`config.mk`:
```
export PLATFORM = sky130hd
export DESIGN_NAME = radar_sweep_ctrl
export DESIGN_NICKNAME = d
export VERILOG_FILES = /design/src/rtl/radar_sweep_ctrl.sv
export SDC_FILE = /design/constraint.sdc
export NUM_CORES = 1
export LEC_CHECK = 0
export ABC_CLOCK_PERIOD_IN_PS = 15900
export CORE_AREA = 5 5 139 141
export DETAILED_ROUTE_END_ITERATION = 10
export DIE_AREA = 0 0 144 146
export PLACE_DENSITY_LB_ADDON = 0.08
export SLEW_MARGIN = 20
export SYNTH_ARGS = -nofsm -noshare
export SYNTH_HDL_FRONTEND = slang
export SYNTH_SLANG_ARGS = --single-unit
export TNS_END_PERCENT = 100
```
`constraint.sdc`:
```
create_clock -name clk -period 15.9 [get_ports clk]
set_input_delay 1.59 -clock clk [delete_from_list [all_inputs] [get_ports clk]]
set_output_delay 1.59 -clock clk [all_outputs]
set_load 0.05 [all_outputs]
```
`src/rtl/radar_sweep_ctrl.sv`:
```
// Radar pointing-angle controller: encoder-driven MANUAL mode, timer-driven SWEEP mode,
// and a frame-latched servo PWM generator.
module radar_sweep_ctrl #(
    parameter int ANGLE_MAX   = 180,
    parameter int ANGLE_STEP  = 1,
    parameter int SWEEP_DIV   = 500000,
    parameter int PWM_PERIOD  = 1000000,
    parameter int PWM_MIN     = 50000,
    parameter int PWM_PER_DEG = 278
) (
    input  logic       clk,
    input  logic       reset,
    input  logic       cw,
    input  logic       ccw,
    input  logic       mode_btn,
    output logic [7:0] angle,
    output logic       sweep_mode,
    output logic       dir,
    output logic       step,
    output logic       pwm
);
    localparam int SW = $clog2(SWEEP_DIV);
    localparam logic [7:0]    A_MAX   = 8'(ANGLE_MAX);
    localparam logic [7:0]    A_MID   = 8'(ANGLE_MAX / 2);
    localparam logic [8:0]    A_STEP9 = 9'(ANGLE_STEP);
    localparam logic [SW-1:0] SW_LAST = SW'(SWEEP_DIV - 1);
    localparam logic [19:0]   P_LAST  = 20'(PWM_PERIOD - 1);
    localparam logic [19:0]   P_MIN   = 20'(PWM_MIN);
    localparam logic [19:0]   P_DEG   = 20'(PWM_PER_DEG);

    typedef enum logic {MANUAL = 1'b0, SWEEP = 1'b1} state_t;

    state_t        state_reg;
    logic          mode_btn_reg;
    logic [SW-1:0] sweep_cnt_reg;
    logic [7:0]    angle_reg;
    logic          dir_reg;
    logic          step_reg;
    logic          pwm_reg;
    logic [19:0]   pwm_cnt_reg;
    logic [19:0]   width_reg;

    logic          btn_edge;
    logic          single_cw;
    logic          single_ccw;
    logic          tc;
    logic [8:0]    up9;
    logic [8:0]    dn9;
    logic [7:0]    angle_next;
    logic          dir_next;
    logic [19:0]   width_now;

    always_comb begin
        btn_edge   = mode_btn & ~mode_btn_reg;
        single_cw  = cw & ~ccw;
        single_ccw = ccw & ~cw;
        tc         = (sweep_cnt_reg == SW_LAST);
        up9        = {1'b0, angle_reg} + A_STEP9;
        // Bit 8 of the 9-bit difference is the borrow, i.e. the request underflowed 0.
        dn9        = {1'b0, angle_reg} - A_STEP9;
        angle_next = angle_reg;
        dir_next   = dir_reg;

        if (state_reg == MANUAL) begin
            if (single_cw) begin
                angle_next = (up9 > {1'b0, A_MAX}) ? A_MAX : up9[7:0];
                dir_next   = 1'b1;
            end else if (single_ccw) begin
                angle_next = dn9[8] ? 8'd0 : dn9[7:0];
                dir_next   = 1'b0;
            end
        end else begin
            if (single_cw) begin
                dir_next = 1'b1;
            end else if (single_ccw) begin
                dir_next = 1'b0;
            end
            // An encoder pulse on the terminal count steers that very step.
            if (tc) begin
                if (dir_next) begin
                    if (angle_reg == A_MAX) begin
                        dir_next   = 1'b0;
                        angle_next = A_MAX - 8'd1;
                    end else begin
                        angle_next = angle_reg + 8'd1;
                    end
                end else begin
                    if (angle_reg == 8'd0) begin
                        dir_next   = 1'b1;
                        angle_next = 8'd1;
                    end else begin
                        angle_next = angle_reg - 8'd1;
                    end
                end
            end
        end

        // Width is latched only at frame start, so mid-frame angle changes cannot cut a pulse.
        width_now = (pwm_cnt_reg == 20'd0) ? (P_MIN + 20'(angle_reg) * P_DEG) : width_reg;
    end

    always_ff @(posedge clk or posedge reset) begin
        if (reset) begin
            state_reg     <= MANUAL;
            mode_btn_reg  <= 1'b0;
            sweep_cnt_reg <= '0;
            angle_reg     <= A_MID;
            dir_reg       <= 1'b1;
            step_reg      <= 1'b0;
            pwm_cnt_reg   <= '0;
            width_reg     <= P_MIN + 20'(A_MID) * P_DEG;
            pwm_reg       <= 1'b0;
        end else begin
            mode_btn_reg <= mode_btn;
            angle_reg    <= angle_next;
            dir_reg      <= dir_next;
            step_reg     <= (angle_next != angle_reg);

            if (btn_edge) begin
                state_reg <= (state_reg == MANUAL) ? SWEEP : MANUAL;
            end

            if ((state_reg == SWEEP) && !btn_edge) begin
                sweep_cnt_reg <= tc ? '0 : sweep_cnt_reg + 1'b1;
            end else begin
                sweep_cnt_reg <= '0;
            end

            pwm_cnt_reg <= (pwm_cnt_reg == P_LAST) ? 20'd0 : pwm_cnt_reg + 20'd1;
            width_reg   <= width_now;
            pwm_reg     <= (pwm_cnt_reg < width_now);
        end
    end

    assign angle      = angle_reg;
    assign sweep_mode = (state_reg == SWEEP);
    assign dir        = dir_reg;
    assign step       = step_reg;
    assign pwm        = pwm_reg;
endmodule

```
; ---- Yosys cells after proc, flatten, opt, wreduce, memory -nomap -nowiden
; Cells that the tools add are included.
[classes]
n_mul = 1
bitwise_logic = 6
n_reduce_logical = 4
shift = 0
n_addsub = 7
n_eq_ne = 4
mux = 22
order_cmp = 2
div = 0
[ops]
columns = op, count
row1 = two-way mux 8 bit, 9
row2 = two-way mux 20 bit, 2
row3 = two-way mux 19 bit, 2
row4 = "adder 20 x 1 -> 20 bit, second input constant", 1
row5 = "equality test 20 bit, second input constant", 1
row6 = zero test 20 bit, 1
row7 = less-than comparator 20 bit, 1
row8 = "adder 19 x 1 -> 19 bit, second input constant", 1
row9 = "equality test 19 bit, second input constant", 1
row10 = "adder 16 x 17 -> 18 bit, first input constant", 1
row11 = "multiplier 8 x 8 -> 16 bit, second input constant", 1
row12 = "adder 8 x 1 -> 9 bit, second input constant", 1
row13 = "> comparator 9 x 8 -> 1 bit, second input constant", 1
row14 = two-way mux 1 bit, 9
row15 = "subtractor 8 x 1 -> 9 bit, second input constant", 1
row16 = "adder 8 x 1 -> 8 bit, second input constant", 1
row17 = "equality test 8 bit, second input constant", 1
row18 = zero test 8 bit, 1
row19 = inequality test 8 bit, 1
row20 = "subtractor 8 x 1 -> 8 bit, second input constant", 1
row21 = bitwise AND 1 bit, 3
row22 = inverter 1 bit, 3
row23 = logical AND 1 bit, 1
row24 = zero test 1 bit, 1
[word_totals]
latch_bits = 0
ramBits = 0
out_inout_bits = 12
elab_cells = 55
rom_bits = 0
memories = 0
regBits = 72

; ---- Longest topological paths before layout
; Gate-level depths: netlist of run 1.
[logic_depth]
word_depth = 9
depth_mapped = 25

; ---- Least setup slack after synthesis of run 1
; OpenSTA, ideal clock, no wires.
[synth_path]
kind = register -> register
start = register angle_reg[4] (netlist: angle[4])
end = register pwm_reg (netlist: pwm)
path_buffers = 1
arrival_time_ps = 5346
path_slack_ps = 10451
synth_period_minus_slack_ps = 5449
path_stages_with_launch = 25
path_cell_list = dfstp_2 > buf_2 > inv_1 > ha_1 > ha_1 > inv_1 > fa_1 > inv_1 > ha_1 > o21ai_0 > nor3_1 > or3b_2 > nor3_1 > nor3_1 > nand3_1 > xor2_1 > mux2i_1 > ha_1 > a21o_1 > a21o_1 > a21oi_1 > nor2b_1 > o21ai_0 > nand2b_1 > a221oi_1
[synth_between]
elab_chain_len = 4
[synth_rtl]
columns = element, line_no
row1 = "start, declared", 36  ; logic [7:0] angle_reg;
row2 = "start signal, assigned", 115  ; angle_reg <= angle_next;
row3 = multiplier 8 x 8 -> 16 bit, 99  ; width_now = (pwm_cnt_reg == 20'd0) ? (P_MIN + 20'(angle_reg) * P_DEG) : width_reg;
row4 = adder 16 x 17 -> 18 bit, 99
row5 = two-way mux 20 bit, 99
row6 = less-than comparator 20 bit, 131  ; pwm_reg <= (pwm_cnt_reg < width_now);
row7 = "end signal, assigned", 131
row8 = "end, declared", 39  ; logic pwm_reg;
; No other way between the ends.
; A chain may end at the register's enable or synchronous reset.

; ---- Worst setup path in the final report of run 1
[layout_path]
start = register angle_reg[3] (netlist: angle[3])
end = register pwm_reg (netlist: pwm)
; The elaborated chain is that of the path after synthesis.

==> reports/metrics.yaml, run 1 <==
finish:
  drive_gt1_share_pct: 8.16
  nNetsFinal: 791
  area_delta_synth_final_pct: 11.7
  diodes: 0
routing:
  antenna_left: 0
  wl_per_cell_um: 16.2
  vias: 4964
  first_pass_iters: 4
  routed_wl_um: 15200
  drtIter0Drc: 262
  drc: 0
  viasPerCell: 5.28
sta:
  hold_violations: 0
  setup_viol: 0
  finClkSkew_ps: 7.98
  slew_viol_final: 0
  tightestPinTransition_ps: 705
  finalSetupTns_ps: 0
  finalCriticalPeriod_ps: 5730
  rsz0062_at_grt: "no"
  finalCritPeriodShare_pct: 36.0
  clock.fmax_mhz: 175
  slew_headroom_pct: 53.0
worst_setup_path:
  worst-path-buf-inv: 1
  cp_cell_sequence: "inv_1 -> ha_1 -> ha_1 -> fa_1 -> ha_1 -> a211oi_1 -> nor3_1 -> or3b_2 -> nor3_1 -> nor3_1 -> nand3_1 -> xor2_1 -> mux2i_1 -> ha_1 -> a21o_1 -> a21o_1 -> a21oi_1 -> nor2b_1 -> o21ai_0 -> nand2b_1 -> a221oi_1"
  cp-start-kind: "register"
  critPathMaxFanout: 11
  crit_type: "reg2reg"
  setup.worst_path.end: "pwm"
  max_stage_delay_ps: 670
  reg2reg_to: "pwm"
  required_ps: 16140
  cp.depth: 21
  reg2regPathDepth: 21
  r2r-start: "angle[3]"
  cp_slowest_cell: "dfstp_2"
  crit_start: "angle[3]"
  cpLargestDelayFamily: "adder cells"
  ff2ff_setup_slack_ps: 10170
  crit_arrival_ps: 5960
  cpMostUsedCell: "ha_1"
  endpoint_kind: "register"
clock_network:
  cts-htree-levels: 3
  cts_tree: "built"
  cts_sinks: 72
  cts-buffers-inserted: 9
  cts_buffer_depth: 2
  cts_setup_buffers: 0
  cts_resized: 0
  cts-root-buf: "clkbuf_16"
  clock_latency_ps: 340
  postCtsHoldBufs: 0
  clk_pin_slew_ps: 60
global_routing:
  grt_pass1_wl_um: 26000
  grt_pass1_vias: 5053
  overflow: 0
  grt_max_degree: 73
  grtUsageTotal_pct: 15.3
  antenna_found_initial: 0
floorplanning:
  core_um2: 17800
  num_rows: 49
  floorplan.initialDensity_pct: 34.2
  fp.dieW_um: 144
  ios: 17
  dieHeight_um: 146
  die-area_um2: 21000
placement:
  hpwl_um: 11400
  port-buffer-count: 16
  place.gp.congestion: 0.870
synthesis:
  netlist-cell-type-count: 79
  async_reset_ff_share_pct: 100
  synth-warning-count: 0
  yosysSeqAreaShare_pct: 29.8
  synth_seq_cells: 72
  avgSynthCellArea_um2: 8.82
  synthCells: 692
  synth_edf_count: 0
  netlist_area_um2: 6100
  synthFlopType: "dfrtp_1"
  synth_nets: 776
status:
  status: "completed"
worst_hold_path:
  hp-class: "reg2reg"
flow_run:
  max_cap_violations: 0
-- tightest hold or removal path: stages, from the launching register on --
cell,delay [ps]
dfrtp_1,320
nand2_1,60
inv_1,50
-- per-stage QoR --
step	utilization (%)	worst slack (ps)	cell area, µm²	hold WS [ps]	cells
after CTS	38.2	10150	6820	466	940
after detailed placement	36.4	10190	6490	452	925
final	38.2	10170	6820	459	940
after global placement	36.4	10250	6490	449	925
after global routing	38.2	9740	6820	483	940
after floorplan	-	10450	6100	432	692
-- placed cells by master (no fill, tap or decap), types with 9 or more instances in the layout --
master / netlist / routed
nor3_1: 18 / 17
a21oi_1: 29 / 29
dfstp_2: 11 / 11
xor2_1: 29 / 29
nand3_1: 32 / 32
xnor2_1: 25 / 25
ha_1: 72 / 72
nor4_1: 9 / 9
nand2_1: 59 / 59
nor2_1: 64 / 64
nand4_1: 16 / 16
dfrtp_1: 61 / 61
clkbuf_16: 0 / 9
a21o_1: 16 / 16
o21ai_0: 36 / 36
clkdlybuf4s50_1: 0 / 16
inv_1: 63 / 62
-- worst min-delay path by stage --
| stage | startpoint | to | slack (ps) | cells after the start |
|---|---|---|---|---|
| 4_1_cts | width_reg[18] | width_reg[18] | 470 | 2 |
| 3_3_place_gp | width_reg[19] | width_reg[19] | 450 | 2 |
| 2_1_floorplan | width_reg[18] | width_reg[18] | 430 | 2 |
| 6_report | width_reg[18] | width_reg[18] | 460 | 2 |
| 3_5_place_dp | width_reg[18] | width_reg[18] | 450 | 2 |
| 5_1_grt | width_reg[8] | width_reg[8] | 480 | 2 |
-- cell usage after synthesis, types with 4 or more instances --
master | n | area share, %
inv_1 | 63 | 3.9
and2_1 | 4 | 0.41
o21ai_0 | 36 | 3.0
xnor2_1 | 25 | 3.6
nand4_1 | 16 | 1.6
o21a_1 | 5 | 0.62
a211oi_1 | 6 | 0.74
xor2_1 | 29 | 4.2
buf_2 | 5 | 0.41
nor2b_1 | 5 | 0.51
fa_1 | 7 | 2.3
and3_1 | 8 | 0.82
nor4_1 | 9 | 0.92
mux2i_1 | 8 | 1.3
nor3_1 | 18 | 1.5
ha_1 | 72 | 15
a31oi_1 | 6 | 0.62
nand2_1 | 59 | 3.6
clkbuf_1 | 7 | 0.43
nand3_1 | 32 | 2.6
nand2b_1 | 7 | 0.72
dfrtp_1 | 61 | 25
nor2_1 | 64 | 3.9
a21o_1 | 16 | 2.0
dfstp_2 | 11 | 4.7
a21oi_1 | 29 | 2.4
or3_1 | 8 | 0.82
-- layer usage --
metal	vias to the layer above	wire [µm]	global-route usage (%)
met5	-	0	0
met4	0	258	5.04
met3	19	490	2.73
met2	83	6860	23.3
met1	2370	7630	21.7
li1	2492	-	-
-- logic make-up (layout without fill, tap and decap cells) --
family | after synthesis | count (layout) | synth area share (%)
DFF | 72 | 72 | 29.8
AOI/OAI and AO/OA | 142 | 142 | 16.8
buffers and inverters | 82 | 101 | 5.52
and+or+nand+nor | 251 | 251 | 20.8
xor gates and xnor gates | 55 | 55 | 8.20
muxes | 11 | 11 | 1.87
adders and majority gates | 79 | 79 | 17.1
-- layout make-up --
class                      instances  area, µm²
fill                            1809      11000
multi-input combinational        538       3960
sequential                        72       1820
tap                              229        287
inverter                          66        248
clock buffer                      10        239
timing repair buffer              20        194
clock inverter                     5       81.3
Power of run 1 is left out: the tool's default activity adds up to more than one toggle a clock period on the data nets, which glitch-free logic cannot reach.
==> run 2: changes to the inputs <==
--- a/config.mk
+++ b/config.mk
@@ -5,7 +5,7 @@
 export SDC_FILE = /design/constraint.sdc
 export NUM_CORES = 1
 export LEC_CHECK = 0
-export ABC_CLOCK_PERIOD_IN_PS = 15900
+export ABC_CLOCK_PERIOD_IN_PS = 5900
 export CORE_AREA = 5 5 139 141
 export DETAILED_ROUTE_END_ITERATION = 10
 export DIE_AREA = 0 0 144 146
==> constraint.sdc (replaced) <==
create_clock -name clk -period 5.9 [get_ports clk]
set_input_delay 0.59 -clock clk [delete_from_list [all_inputs] [get_ports clk]]
set_output_delay 0.59 -clock clk [all_outputs]
set_load 0.05 [all_outputs]
==> reports/metrics.yaml, run 2 (synthesis results as in run 1) <==
floorplanning:
  core_um2: 17800  # unchanged
  ios: 17  # unchanged
  die-area_um2: 21000  # unchanged
  num_rows: 49  # unchanged
  floorplan.initialDensity_pct: 34.2  # unchanged
  fp.dieW_um: 144  # unchanged
  dieHeight_um: 146  # unchanged
sta:
  tightestPinTransition_ps: 681  # -24.7 ps
  finalSetupTns_ps: 0  # unchanged
  hold_violations: 0  # unchanged
  slew_headroom_pct: 54.6  # +1.6 points
  finalCriticalPeriod_ps: 5540  # -191 ps
  finClkSkew_ps: 10.7  # +2.71 ps
  clock.fmax_mhz: 181  # +3.5%
  slew_viol_final: 0  # unchanged
  finalCritPeriodShare_pct: 93.9  # +58 points
  setup_viol: 0  # unchanged
routing:
  first_pass_iters: 5  # +1
  drc: 0  # unchanged
  wl_per_cell_um: 16.6  # +2.2%
  viasPerCell: 5.35  # +1.2%
  routed_wl_um: 15800  # +3.6%
  drtIter0Drc: 282  # +7.6%
  vias: 5095  # +2.6%
  antenna_left: 0  # unchanged
clock_network:
  cts-buffers-inserted: 9  # unchanged
  cts-root-buf: "clkbuf_16"
  cts_buffer_depth: 2  # unchanged
  clock_latency_ps: 350  # about the same
  clk_pin_slew_ps: 60  # about the same
  cts-htree-levels: 3  # unchanged
  cts_tree: "built"
  cts_sinks: 72  # unchanged
worst_setup_path:
  critPathMaxFanout: 9  # -2
  crit_type: "reg2reg"
  r2r-start: "angle[4]"
  required_ps: 6140  # -10000 ps
  cp-start-kind: "register"
  endpoint_kind: "register"
  crit_start: "angle[4]"
  crit_arrival_ps: 5780  # -180 ps
global_routing:
  grt_max_degree: 50  # -32%
  grtUsageTotal_pct: 15.7  # +0.41 points
  grt_pass1_wl_um: 26400  # +1.4%
  overflow: 0  # unchanged
  antenna_found_initial: 0  # unchanged
  grt_pass1_vias: 5026  # -0.53%
worst_hold_path:
  hp-class: "reg2reg"
  hp-start: "width_reg[18]"
finish:
  area_delta_synth_final_pct: 13.4
  final_common_cell: "ha_1"
  diodes: 0  # unchanged
  layout_common_cells: "ha_1, nor2_1, inv_1, dfrtp_1, nand2_1"
  drive_gt1_share_pct: 10.8  # +2.6 points
  nNetsFinal: 804  # +1.6%
placement:
  hpwl_um: 11900  # +4.0%
  place.gp.congestion: 0.904  # +3.9%
  port-buffer-count: 16  # unchanged
flow_run:
  max_cap_violations: 0  # unchanged
status:
  status: "completed"
[run 2: per-stage QoR]
step / instances / cell area, µm² / util [%] / hold WS (ps) / setup slack, ps
global placement: 930 / 6530 / 36.6 / 450 / 427
CTS: 945 / 6820 / 38.2 / 465 / 158
floorplan: 692 / 6100 / - / 432 / 451
finish: 953 / 6920 / 38.8 / 458 / 362
global route: 953 / 6920 / 38.8 / 475 / -12.6
detailed placement: 930 / 6530 / 36.6 / 450 / 203
[run 2: routing by layer]
metal,track usage [%],vias to the layer above,part of all wire [%]
met5,0,-,0
met4,6.21,0,2.6
met3,2.73,30,3.3
met2,23.9,94,46
met1,21.9,2467,48
li1,-,2504,-
[run 2: area by class of cell]
| type | count | area, µm² |
|---|---|---|
| Tap cell | 229 | 287 |
| Clock buffer | 12 | 246 |
| Clock inverter | 3 | 42.5 |
| Inverter | 66 | 248 |
| Timing Repair Buffer | 33 | 288 |
| Multi-Input combinational cell | 538 | 4000 |
| Sequential cell | 72 | 1820 |
| Fill cell | 1780 | 10900 |
[run 2: worst paths after layout]
path	endpoint	slack, ps	cells after the start
setup / recovery	pwm	360	24
min in group asynchronous	mode_btn_reg	620	2
max in group asynchronous	width_reg[11]	4240	3
setup reg to reg	pwm	360	24
hold reg to reg	width_reg[18]	460	2
hold / removal	width_reg[18]	460	2
[run 2: worst max-delay path, stage by stage (launching register included)]
cell	delay, ps
dfstp_2	650
inv_1	120
ha_1	320
ha_1	280
inv_1	50
fa_1	540
inv_1	50
ha_1	340
nor2b_1	160
o31a_1	300
o21ai_0	270
a21boi_2	140
nor3_2	290
nand2_1	100
xnor2_1	200
mux2i_1	110
ha_1	300
a21o_1	160
a21o_1	170
a21o_1	170
a21oi_1	140
nor2b_1	50
o21ai_0	160
nand2b_1	70
a221oi_1	280
[run 2: repair_timing]
item | in CTS | in global routing
resized for setup | 0 | 11
endpoints found under the setup margin | 0 | 1
hold buffers | 0 | 0
setup buffers | 0 | 8
hold endpoints to repair | 0 | 0
Power of run 2 is left out for the same reason.
==> run 3: changes to the inputs <==
--- a/config.mk
+++ b/config.mk
@@ -5,10 +5,11 @@
 export SDC_FILE = /design/constraint.sdc
 export NUM_CORES = 1
 export LEC_CHECK = 0
-export ABC_CLOCK_PERIOD_IN_PS = 5900
-export CORE_AREA = 5 5 139 141
+export ABC_AREA = 1
+export ABC_CLOCK_PERIOD_IN_PS = 6570
+export CORE_AREA = 5 5 140 142
 export DETAILED_ROUTE_END_ITERATION = 10
-export DIE_AREA = 0 0 144 146
+export DIE_AREA = 0 0 145 147
 export PLACE_DENSITY_LB_ADDON = 0.08
 export SLEW_MARGIN = 20
 export SYNTH_ARGS = -nofsm -noshare
==> constraint.sdc (replaced) <==
create_clock -name clk -period 6.57 [get_ports clk]
set_input_delay 0.657 -clock clk [delete_from_list [all_inputs] [get_ports clk]]
set_output_delay 0.657 -clock clk [all_outputs]
set_load 0.05 [all_outputs]
==> reports/metrics.yaml, run 3 <==
status:
  status: "completed"
worst_setup_path:
  crit_type: "reg2reg"
  cp-start-kind: "register"
  required_ps: 6800  # +660 ps
  endpoint_kind: "register"
  crit_arrival_ps: 5030  # -750 ps
  critPathMaxFanout: 12  # +3
flow_run:
  max_cap_violations: 0  # unchanged
routing:
  antenna_left: 0  # unchanged
  wl_per_cell_um: 13.4  # -19%
  viasPerCell: 4.62  # -13%
  first_pass_iters: 5  # unchanged
  vias: 5249  # +3.0%
  drtIter0Drc: 245  # -13%
  drc: 0  # unchanged
  routed_wl_um: 15200  # -3.9%
clock_network:
  cts-root-buf: "clkbuf_16"
  cts_resized: 0  # unchanged
  cts_tree: "built"
  cts_buffer_depth: 2  # unchanged
  cts-htree-levels: 3  # unchanged
  clock_latency_ps: 350  # about the same
  cts_sinks: 72  # unchanged
  clk_pin_slew_ps: 70  # about the same
  postCtsHoldBufs: 0  # unchanged
  cts_setup_buffers: 0  # unchanged
  cts-buffers-inserted: 9  # unchanged
synthesis:
  synth_edf_count: 0  # unchanged
  netlist_area_um2: 6270  # +2.7%
  synth_top_area_share_pct: 24.4  # -0.66 points
  synth_seq_cells: 72  # unchanged
  synth-warning-count: 0  # unchanged
  async_reset_ff_share_pct: 100  # unchanged
  synthFlopType: "dfrtp_1"
  synth_most_common_cell: "nand2_1"
  avgSynthCellArea_um2: 7.18  # -19%
  synth_area_leader_cell: "dfrtp_1"
  synth_nets: 957  # +23%
  netlist-cell-type-count: 50  # -37%
  synthCells: 873  # +26%
  yosys-top-cells-area: "dfrtp_1, ha_1, nand2_1"
  yosysSeqAreaShare_pct: 29.0  # -0.78 points
  ys_top_cells_by_count: "nand2_1, inv_1, nor2_1"
global_routing:
  grt_pass1_wl_um: 26700  # +1.2%
  grt_max_degree: 73  # +46%
  grtUsageTotal_pct: 15.1  # -0.59 points
  overflow: 0  # unchanged
  antenna_found_initial: 0  # unchanged
  grt_pass1_vias: 5217  # +3.8%
sta:
  rsz0062_at_grt: "no"
  finalCritPeriodShare_pct: 73.0  # -21 points
  slew_viol_final: 0  # unchanged
  slew_headroom_pct: 34.8  # -20 points
  finalCriticalPeriod_ps: 4800  # -740 ps
  setup_viol: 0  # unchanged
  clock.fmax_mhz: 208  # +15%
  finClkSkew_ps: 17.8  # +7.12 ps
  hold_violations: 0  # unchanged
  finalSetupTns_ps: 0  # unchanged
  tightestPinTransition_ps: 978  # +298 ps
placement:
  place.gp.congestion: 0.826  # -8.5%
  port-buffer-count: 16  # unchanged
  hpwl_um: 11900  # +0.59%
finish:
  nNetsFinal: 980  # +22%
  diodes: 0  # unchanged
  final_common_cell: "nand2_1"
  drive_gt1_share_pct: 10.3  # -0.45 points
  area_delta_synth_final_pct: 12.3
  layout_common_cells: "nand2_1, inv_1, nor2_1, ha_1, dfrtp_1"
floorplanning:
  core_um2: 18300  # +2.7%
  ios: 17  # unchanged
  die-area_um2: 21300  # +1.4%
  dieHeight_um: 147  # +0.68%
  fp.dieW_um: 145  # +0.69%
  floorplan.initialDensity_pct: 34.2  # about the same
  num_rows: 50  # +2.0%
worst_hold_path:
  hp-class: "reg2reg"
[run 3: changes by cell type after synthesis, moves of 8 or more]
cell / change
nand2_2: +17
nor2_2: +8
nand2_1: +171
a21o_1: -16
nor2_1: +9
xor2_1: -13
o21ai_0: -10
nand3_1: +25
or3_1: -8
mux2i_1: -8
inv_1: +83
nor3_1: -8
a21oi_1: +12
xnor2_1: -20
[run 3: kinds of logic after synthesis]
family | count (synthesis) | share of synthesized area, %
AOI/OAI and AO/OA | 91 | 8.19
and+or+nand+nor | 450 | 33.1
DFF | 72 | 29.0
adders and majority gates | 79 | 16.6
xor gates and xnor gates | 23 | 3.45
buffers and inverters | 158 | 9.70
[run 3: final cells by class]
| class | count | area, µm² |
|---|---|---|
| Tap cell | 234 | 293 |
| Clock inverter | 4 | 76.3 |
| Fill cell | 1969 | 11300 |
| Inverter | 151 | 568 |
| Sequential cell | 72 | 1820 |
| Timing Repair Buffer | 19 | 183 |
| Clock buffer | 12 | 256 |
| Multi-Input combinational cell | 643 | 3840 |
[run 3: metrics by stage]
stage / utilization (%) / setup slack [ps] / cells / hold WS (ps) / area, µm²
after detailed placement: 36.6 / 1740 / 1119 / 457 / 6700
after global routing: 38.4 / 1320 / 1135 / 486 / 7040
final: 38.4 / 1770 / 1135 / 466 / 7040
after CTS: 38.4 / 1700 / 1135 / 465 / 7040
after floorplan: - / 1980 / 873 / 426 / 6270
after global placement: 36.6 / 1720 / 1119 / 450 / 6700
[run 3: critical path: stages, from the launching register on]
cell      delay, ps
dfrtp_1         620
inv_1           290
ha_1            380
ha_1            290
inv_1            50
fa_1            540
inv_1            40
ha_1            350
a21oi_2         210
nor2_1           60
nor2_1          150
nand2_2         100
nand2_1          80
nand2_2          70
nor2_4          170
nand3_2         140
a21oi_4         190
a21boi_1        100
ha_1            290
nand4_1         100
nor3_1          200
and3_1          190
a21oi_1          60
[run 3: worst paths after layout]
kind	startpoint	end	slack (ps)	cells after the start
min in group asynchronous	reset	pwm_cnt_reg[12]	900	3
min reg2reg	sweep_cnt_reg[0]	sweep_cnt_reg[0]	470	1
max reg2reg	angle[7]	pwm	1770	22
min	sweep_cnt_reg[0]	sweep_cnt_reg[0]	470	1
max in group asynchronous	reset	sweep_cnt_reg[3]	5000	3
max	angle[7]	pwm	1770	22
[run 3: metal layers]
layer	share of wire, %	track usage, %
met1	51	21.2
met5	0	0
met4	0.88	3.67
met2	45	24.1
met3	2.8	2.59
Power of run 3 is left out for the same reason.
==> edit 1: new RTL, flow settings as in run 3 <==
Register the output `pwm` once more, with the module's reset; this adds one clock of latency there. The other outputs are not delayed to match.
--- a/src/rtl/radar_sweep_ctrl.sv
+++ b/src/rtl/radar_sweep_ctrl.sv
@@ -137,5 +137,11 @@
     assign dir        = dir_reg;
     assign step       = step_reg;
-    assign pwm        = pwm_reg;
+    always_ff @(posedge clk or posedge reset) begin
+        if (reset) begin
+            pwm <= '0;
+        end else begin
+            pwm <= pwm_reg;
+        end
+    end
 endmodule
 
Formal check against the unedited RTL: not equivalent (a bounded check fails within 4 cycles, from zero or initial values and one cycle with reset high).
==> edit 1 against run 3 <==
- sequential share of layout area grew 0.32 points
- clock skew shrank 0.0079 ns
- highest routed layer unchanged
- setup slack lost 0.089 ns
- routed wire length grew 1.9%
- synthesized area grew 0.40%
- sequential cell count grew 1
- non-clock buffer count shrank 2
- final area grew 0.14%
- critical path depth is the same
Power is not shown: default switching activity piles up to over one toggle a cycle in this logic, so the estimate is an artifact.
==> edit 1: results (changes against run 3) <==
CP arrival -> 5.11 ns (+0.08 ns)
Clock-pin slew on the worst setup and hold paths -> 0.06 ns
Routability cong. -> 0.845 (+2.2%)
Placed Area -> 0.00671 mm^2 (+0.15%)
Leading post-synthesis cells by cell area -> dfrtp_1, ha_1, nand2_1, inv_1, dfstp_2
Post-synth top cells -> nand2_1, inv_1, nor2_1
Met3 Wirelength -> 418 um (-2.8%)
Critical path's largest stage delay -> 0.64 ns (+0.02 ns)
Gr usage total -> 0.151 (about the same)
DR top layer -> met4
Post-synthesis cell count -> 874 (+0.11%)
H-tree depth -> 3 (unchanged)
Avg WL per Cell -> 13.6 um (+2.0%)
Post-Synth Adder-Cell Area -> 0.165 (-0.000661)
DRT iter0 DRCs -> 296 (+21%)
Met1 GRT Util -> 0.205 (-0.00689)
Post-synthesis xor/xnor area fraction -> 0.0344 (-0.000137)
Pin count of the biggest net entering global routing -> 74 (+1.4%)
Routed via count -> 5,282 (+0.63%)
DR WL met2 -> 7170 um (+4.1%)
Antenna cells -> 0 (unchanged)
Worst slew margin -> 0.537 (+0.190)
Final net count -> 979 (-0.10%)
Outcome -> finished, final reports clean
Root Driver -> clkbuf_16
Vias per cell -> 4.66 (+0.72%)
HPWL reported at the end of detailed placement -> 12,100 um (+1.3%)
Placed insts -> 1,118 (-0.089%)
Clk_lat worst skew -> 0.34 ns
Met2 usage -> 0.250 (+0.00876)
Slowest CP cell -> dfrtp_1
First-pass GRT wire length -> 26,800 um (+0.36%)
Register area share after synthesis -> 0.293 (+0.00282)
Compound-Gate Fraction of Synth Area -> 0.0815 (-0.000326)
Worst Skew -> 0.00995 ns (-0.00786 ns)
Synth Net Count -> 958 (+0.10%)
Metal-1 WL -> 7700 um (-0.29%)
Layout cell share with drive strength beyond 1 -> 0.102 (-0.000996)
Pre-CTS WS -> 1.69 ns (-0.0542 ns)
1st-pass router iterations -> 4 (-1)
Met3 Usage GRT -> 0.0271 (+0.00123)
## edit 1: cell type report
type                            count  area [um^2]
Fill cell                        2001        11300
Multi-Input combinational cell    643         3840
Sequential cell                    73         1840
Inverter                          151          568
Tap cell                          234          293
Clock buffer                       10          239
Timing Repair Buffer               17          171
Clock inverter                      6         90.1
## edit 1: logic make-up (layout without fill, tap and decap cells)
group | count (synthesis) | count (layout)
AO/OA/AOI/OAI | 91 | 91
XOR/XNOR | 23 | 23
adder cells (fa/ha/maj) | 79 | 79
buffers and inverters | 158 | 184
flip-flops | 73 | 73
AND/OR/NAND/NOR | 450 | 450
## edit 1: final timing paths
kind	depth (start not counted)	end	slack, ns	startpoint
worst max-delay path	22	pwm_reg	1.68	angle[7]
worst min register to register	0	pwm	0.43	pwm_reg
worst max register to register	22	pwm_reg	1.68	angle[7]
min in group asynchronous	3	sweep_cnt_reg[12]	0.82	reset
worst min-delay path	0	pwm	0.43	pwm_reg
max in group asynchronous	3	width_reg[19]	5.27	reset
==> edit 2: new RTL, config.mk and constraints of run 3 <==
Without the edit above. Change the parameter `SWEEP_DIV` from 500000 to 2000000.
--- a/src/rtl/radar_sweep_ctrl.sv
+++ b/src/rtl/radar_sweep_ctrl.sv
@@ -4,5 +4,5 @@
     parameter int ANGLE_MAX   = 180,
     parameter int ANGLE_STEP  = 1,
-    parameter int SWEEP_DIV   = 500000,
+    parameter int SWEEP_DIV   = 2000000,
     parameter int PWM_PERIOD  = 1000000,
     parameter int PWM_MIN     = 50000,
Check against the original RTL: no difference found for any inputs over 10 cycles, from zero or initial values and one cycle with reset high; that may be too few to reach the edited logic, so the function may still have changed.
==> edit 2 against run 3 <==
- routed wire length rose by 6.9%
- setup slack got worse by 0.031 ns
- final area rose by 1.7%
- sequential cell count rose by 2
- hold slack got worse by 0.0042 ns
- synthesized cell count rose by 5.0%
- count of clock-buffer cells in the layout fell by 2
- sequential share of layout area rose by 0.28 points
- global-route usage rose by 0.53 points
- non-clock buffer count did not move
- synthesized area rose by 3.2%
- critical path type unchanged
- critical endpoint unchanged
==> edit 2: results (changes against run 3) <==
Met1 GRT Util -> 0.214 (+0.00141)
Routed via count -> 5,571 (+6.1%)
Worst Skew -> 0.00973 ns (-0.00808 ns)
Actual slew at the worst max-slew pin -> 0.779 ns (-0.199 ns)
Compound-Gate Fraction of Synth Area -> 0.0814 (-0.000406)
Filler Cells Inserted -> 1,947 (-1.1%)
Register area share after synthesis -> 0.288 (-0.00123)
Maximum fanout along the worst path -> 10 (-2)
CP arrival -> 5.03 ns (about the same)
Met3 Usage GRT -> 0.0253 (-0.000617)
Layout cell share with drive strength beyond 1 -> 0.0871 (-0.0161)
Gr usage total -> 0.156 (+0.00525)
PostCTS Resize Cnt -> 0 (unchanged)
1st-pass router iterations -> 7 (+2)
Met2 usage -> 0.257 (+0.0159)
Hold WC Path Type -> register to register
DR top layer -> met4
Post-Synth Adder-Cell Area -> 0.163 (-0.00321)
Post-synth top flop -> dfrtp_1
H-tree depth -> 3 (unchanged)
Synth Net Count -> 1,002 (+4.7%)
Clock buf count -> 10 (-2)
Routability cong. -> 0.817 (-1.2%)
Synthesis-stage register bit count -> 74 (+2.8%)
Post-synth top cells -> nand2_1, inv_1, ha_1
ClkCell Share -> 0.0366 (-0.0107)
Cell Int Power -> 0.00177 W
DRT iter0 DRCs -> 278 (+13%)
Slowest CP cell -> dfstp_2
Met3 Wirelength -> 425 um (-1.2%)
DR WL met2 -> 7410 um (+7.6%)
Avg WL per Cell -> 13.8 um (+3.2%)
Leading post-synthesis cells by cell area -> dfrtp_1, nand2_1, ha_1, inv_1, nand3_1
Clk network pwr share -> 0.117
Post-synthesis xor/xnor area fraction -> 0.0284 (-0.00610)
Clock-pin slew on the worst setup and hold paths -> 0.06 ns
Pin count of the biggest net entering global routing -> 75 (+2.7%)
Outcome -> finished, final reports clean
Largest register FFs -> 21
Seq pwr share -> 0.151
Async set-reset flop share out of synthesis -> 1.00 (unchanged)
Non-CTS inverters -> 160 (+6.0%)
Pleak -> 3.76 nW
NonClk Buf Share -> 0.0261 (+0.000102)
Metal-1 WL -> 8210 um (+6.3%)
Final Non-Filler Cells -> 1,175 (+3.5%)
Post-synthesis cell count -> 917 (+5.0%)
Vias in the first global route -> 5,547 (+6.3%)
Antenna cells -> 0 (unchanged)
Multi-input logic area -> 0.00394 mm^2 (+2.6%)
Critical path's largest stage delay -> 0.67 ns (+0.05 ns)
Register area -> 0.00187 mm^2 (+2.8%)
HPWL reported at the end of detailed placement -> 12,600 um (+5.2%)
Multi-Input Combinational -> 673 (+4.7%)
First-pass GRT wire length -> 27,600 um (+3.5%)
[edit 2: cell count changes in the layout (fill, tap and decap cells not counted), sizes merged, moves of 3 or more]
cell,before,now
nand2,247,267
nand3,63,78
nor2,86,71
inv,150,159
nor3,12,18
nand4,14,18
o21ai,34,38
nor3b,4,1
[edit 2: final timing paths]
check | startpoint | end | slack (ns) | cells past startpoint
min in group asynchronous | reset | sweep_cnt_reg[1] | 0.82 | 3
max | angle[3] | pwm | 1.74 | 25
min | sweep_cnt_reg[0] | sweep_cnt_reg[0] | 0.46 | 1
min reg2reg | sweep_cnt_reg[0] | sweep_cnt_reg[0] | 0.46 | 1
max in group asynchronous | reset | pwm_cnt_reg[4] | 5.23 | 3
max reg2reg | angle[3] | pwm | 1.74 | 25
[edit 2: through the flow]
step | instance area [um^2] | setup slack (ns)
3_5_place_dp | 6890 | 1.70
3_3_place_gp | 6890 | 1.80
6_report | 7150 | 1.74
2_1_floorplan | 6470 | 1.88
4_1_cts | 7150 | 1.71
5_1_grt | 7150 | 1.20
